## src/rtl/alu_share_arbiter.sv

```systemverilog
// Round-robin arbiter sharing one combinational ALU between two requesters,
// with a one-entry response buffer per requester.
module alu_share_arbiter #(
    parameter int WIDTH      = 32,
    parameter int PRIO_RESET = 0
) (
    input  logic             clock,
    input  logic             reset,

    input  logic             r0_valid,
    output logic             r0_ready,
    input  logic [4:0]       r0_opcode,
    input  logic [4:0]       r0_shamt,
    input  logic [WIDTH-1:0] r0_a,
    input  logic [WIDTH-1:0] r0_b,
    output logic             r0_rvalid,
    input  logic             r0_rready,
    output logic [WIDTH-1:0] r0_result,
    output logic [2:0]       r0_flags,

    input  logic             r1_valid,
    output logic             r1_ready,
    input  logic [4:0]       r1_opcode,
    input  logic [4:0]       r1_shamt,
    input  logic [WIDTH-1:0] r1_a,
    input  logic [WIDTH-1:0] r1_b,
    output logic             r1_rvalid,
    input  logic             r1_rready,
    output logic [WIDTH-1:0] r1_result,
    output logic [2:0]       r1_flags,

    output logic [WIDTH-1:0] alu_opA,
    output logic [WIDTH-1:0] alu_opB,
    output logic [4:0]       alu_opcode,
    output logic [4:0]       alu_shamt,
    input  logic [WIDTH-1:0] alu_result,
    input  logic             alu_ne,
    input  logic             alu_lt,
    input  logic             alu_ovf
);

    logic ptr;
    logic elig0;
    logic elig1;
    logic grant0;
    logic grant1;

    // A full buffer that drains this cycle can take a new op.
    always_comb begin
        elig0  = r0_valid & (~r0_rvalid | r0_rready);
        elig1  = r1_valid & (~r1_rvalid | r1_rready);
        grant0 = 1'b0;
        grant1 = 1'b0;
        if (!reset) begin
            if (elig0 && elig1) begin
                grant0 = ~ptr;
                grant1 = ptr;
            end else begin
                grant0 = elig0;
                grant1 = elig1;
            end
        end
    end

    assign r0_ready = grant0;
    assign r1_ready = grant1;

    always_comb begin
        alu_opA    = '0;
        alu_opB    = '0;
        alu_opcode = '0;
        alu_shamt  = '0;
        if (grant0) begin
            alu_opA    = r0_a;
            alu_opB    = r0_b;
            alu_opcode = r0_opcode;
            alu_shamt  = r0_shamt;
        end else if (grant1) begin
            alu_opA    = r1_a;
            alu_opB    = r1_b;
            alu_opcode = r1_opcode;
            alu_shamt  = r1_shamt;
        end
    end

    always_ff @(posedge clock) begin
        if (reset) begin
            ptr <= (PRIO_RESET != 0);
        end else if (grant0) begin
            ptr <= 1'b1;
        end else if (grant1) begin
            ptr <= 1'b0;
        end
    end

    // Accept overrides drain; a drain alone only clears valid.
    always_ff @(posedge clock) begin
        if (reset) begin
            r0_rvalid <= 1'b0;
            r0_result <= '0;
            r0_flags  <= '0;
        end else if (grant0) begin
            r0_rvalid <= 1'b1;
            r0_result <= alu_result;
            r0_flags  <= {alu_ovf, alu_lt, alu_ne};
        end else if (r0_rvalid && r0_rready) begin
            r0_rvalid <= 1'b0;
        end
    end

    always_ff @(posedge clock) begin
        if (reset) begin
            r1_rvalid <= 1'b0;
            r1_result <= '0;
            r1_flags  <= '0;
        end else if (grant1) begin
            r1_rvalid <= 1'b1;
            r1_result <= alu_result;
            r1_flags  <= {alu_ovf, alu_lt, alu_ne};
        end else if (r1_rvalid && r1_rready) begin
            r1_rvalid <= 1'b0;
        end
    end

endmodule

```

## config.mk

```make
export PLATFORM = sky130hd
export DESIGN_NAME = alu_share_arbiter
export DESIGN_NICKNAME = d
export VERILOG_FILES = /design/src/rtl/alu_share_arbiter.sv
export SDC_FILE = /design/constraint.sdc
export NUM_CORES = 1
export LEC_CHECK = 0
export ABC_CLOCK_PERIOD_IN_PS = 1600
export BUFFER_PORTS_ARGS = -buffer_cell sky130_fd_sc_hd__buf_2
export CAP_MARGIN = 10
export CORE_AREA = 4 4 128 130
export CTS_CLUSTER_SIZE = 24
export DETAILED_ROUTE_END_ITERATION = 8
export DIE_AREA = 0 0 132 134
export GPL_TIMING_DRIVEN = 0
export PLACE_DENSITY = 0.63
export SLEW_MARGIN = 20
export SYNTH_ARGS = -nofsm -noshare
export SYNTH_HDL_FRONTEND = slang
export SYNTH_SLANG_ARGS = --single-unit
```

## constraint.sdc

```tcl
create_clock -name clock -period 1.6 [get_ports clock]
set_clock_uncertainty 0.2 [all_clocks]
set_input_delay 0.16 -clock clock [delete_from_list [all_inputs] [get_ports clock]]
set_output_delay 0.16 -clock clock [all_outputs]
set_load 0.005 [all_outputs]
```

==> results.md <==
- Die area: 0.0177 mm2
- Slew @ Worst Pin: 0.766 ns
- Async SR Flop Fraction: 0
- Post-Syn Area per Cell: 8.50 um2
- GRT busiest layer: met2
- Power, Total: 6.38 mW
- DP Wirelength: 15,900 um
- Seq/Total Area, Yosys: 0.317
- Slew headroom: 0.489
- DRT iter0 DRCs: 225
- Failing checks: negative setup slack
- Gpl congestion: 0.914
- Routing usage on met2: 0.398
- First-pass DRT Iterations: 4
- Required @ worst endpoint: 1.24 ns
- Synth Flop Type: dfxtp_1
- RSZ-0062 raised after global routing: yes
- Post-layout util: 0.558
- M1 GR Usage: 0.248
- Clk sink count: 73
- Leak pwr: 4.25 nW
- F_max: 0.485 GHz
- Final worst path period share: 1.29
- Post-synth top cells: nand2b_1, inv_1, o32ai_1
- Worst Path Arrival: 1.70 ns
- Fin Hold WS: 0.0377 ns
- Largest fanout on the critical path: 10
- CTS tree: yes
- Distinct cells, synth: 18
- Setup crit start kind: flip-flop
- Vias in the first global route: 5,490
- FF+latch count, synth: 73
- Setup TNS: -35.77 ns
- Min cycle time layout: 2.06 ns
- Clock transition at path regs: 0.06 ns
- Via-per-instance ratio: 4.73
- Syn Inst Count: 542
- Core area: 0.0151 mm2
- DRT Wirelength: 21,400 um
- Mapped cell area: 0.00460 mm2
- Crit path kind: flip-flop to output pin
- Htree depth: 3
- Synth top area share: 0.317
- CTS max path bufs: 2
- Tightest Hold Check Type: input pin to flip-flop
- First-pass GRT wire length: 31,200 um
- Antenna-violating nets left: 0
- Setup ws final: -0.461 ns
- FP Rows: 45
- I/O Buffers: 335
- Global route total overflow: 0
- Yosys warnings: 0
- CTS Buf Count: 9
- Starting Density: 0.304
- Vias: 5,420
- Reg2Reg Setup Slack: -0.29 ns
- Synth-to-layout area growth: 83.6%
- Initial antenna violation count: 10
- WL/cell: 18.6 um
- Largest net degree at the start of global routing: 13
- Setup Viol. Count Final: 102
- Syn nets: 731
- Clk Latency, worst-skew pair: 0.33 ns
- Share of cells above drive strength 1: 0.496
- DRC viols: 0
- Cell with the most instances after synthesis: nand2b_1
- Net count, final: 1,135
- Worst Setup End Kind: output pin
- I/O pins: 337
- Max Slew Vio Count: 0
- Fin. Hold Viols: 0
- Max-Cap Viols: 0
- Post-synth EDFFs: 0
- Worst vdd ir: 0.698 mV
- M3 GR Usage: 0.0829
- Dpl ws: -0.490 ns
- Status: finished, violations left
- Pwr Density: 755 mW/mm2
- Horiz. Die Dim: 132 um
- Total GRT Usage: 0.224
- CTS root buf: clkbuf_16
- Die H: 134 um
- Yosys top cell by area: dfxtp_1
- Main area contributors after synthesis: dfxtp_1, nand2b_1, mux2i_1, o32ai_1, inv_1
[timing repair]
| item | 4_1_cts | 5_1_grt |
|---|---|---|
| pin swaps | 2 | 2 |
| gates cloned | 5 | 4 |
| buffers inserted | 10 | 8 |
| gates resized for setup | 118 | 62 |
| hold buffers | 36 | 0 |
| endpoints found under the setup margin | 114 | 136 |
| endpoints found under the hold margin | 71 | 0 |
[layout make-up]
class	instances	area (um2)
Clock buffer	12	246
Antenna cell	7	17.5
Multi-Input combinational cell	341	3190
Sequential cell	73	1470
Timing Repair Buffer	394	2430
Tap cell	188	235
Fill cell	1356	6690
Clock inverter	4	98.8
Buffer	52	493
Inverter	75	282
[worst paths after layout]
path	cells past startpoint	start	endpoint
hold reg to reg	2	r0_result[2]	r0_result[2]
setup / recovery	6	r1_rvalid	alu_opB[24]
hold / removal	3	r1_rready	r1_rvalid
setup reg to reg	9	r1_rvalid	r0_result[25]
[metal layers]
| metal | up-vias | share of wire |
|---|---|---|
| li1 | 2655 | - |
| met1 | 2480 | 0.38 |
| met2 | 241 | 0.50 |
| met3 | 38 | 0.089 |
| met4 | 6 | 0.026 |
| met5 | - | 0.0019 |
[flip-flops by register name (all words and copies together) (netlist names)]
signal / cells
r1_result: 32
r1_flags: 3
r0_rvalid: 1
r1_rvalid: 1
r0_result: 32
r0_flags: 3
ptr: 1
[per-stage QoR]
step,area (um2),std cells
after floorplan,4600,542
after global placement,6520,1065
after detailed placement,6520,1065
after CTS,7990,1131
after global routing,8460,1146
final,8460,1146
[logic make-up after synthesis]
logic type             count (synthesis)  share of synthesized area
AND/OR/NAND/NOR                      188                      0.254
buffers and inverters                128                      0.120
flip-flops                            73                      0.317
multiplexers                          70                      0.152
AO/OA/AOI/OAI                         83                      0.156
[placed cells by master, fill, tap and decap left out, drive strengths merged]
| cell type | instances |
|---|---|
| a21oi | 3 |
| nand2 | 1 |
| clkbuf | 43 |
| dlygate4sd3 | 36 |
| dfxtp | 73 |
| and2b | 1 |
| nor2 | 2 |
| o21ai | 2 |
| mux2i | 70 |
| o211ai | 2 |
| o211a | 2 |
| nor2b | 1 |
| bufinv | 3 |
| buf | 379 |
| nand2b | 183 |
| o32ai | 74 |
| inv | 76 |
| diode | 7 |
[critical path, cell delays in order (launching register included)]
cell,delay (ns)
dfxtp_2,0.32
and2b_1,0.18
o211ai_2,0.24
buf_6,0.22
buf_12,0.15
o32ai_2,0.08
buf_2,0.18
[report_power, final]
group / leakage, nW / switching (mW) / internal (mW)
sequential: 0.601 / 0.0670 / 1.95
combinational: 3.49 / 0.926 / 1.10
clock: 0.167 / 0.770 / 1.57
total: 4.25 / 1.76 / 4.62
(Power assumes the default switching activity.)
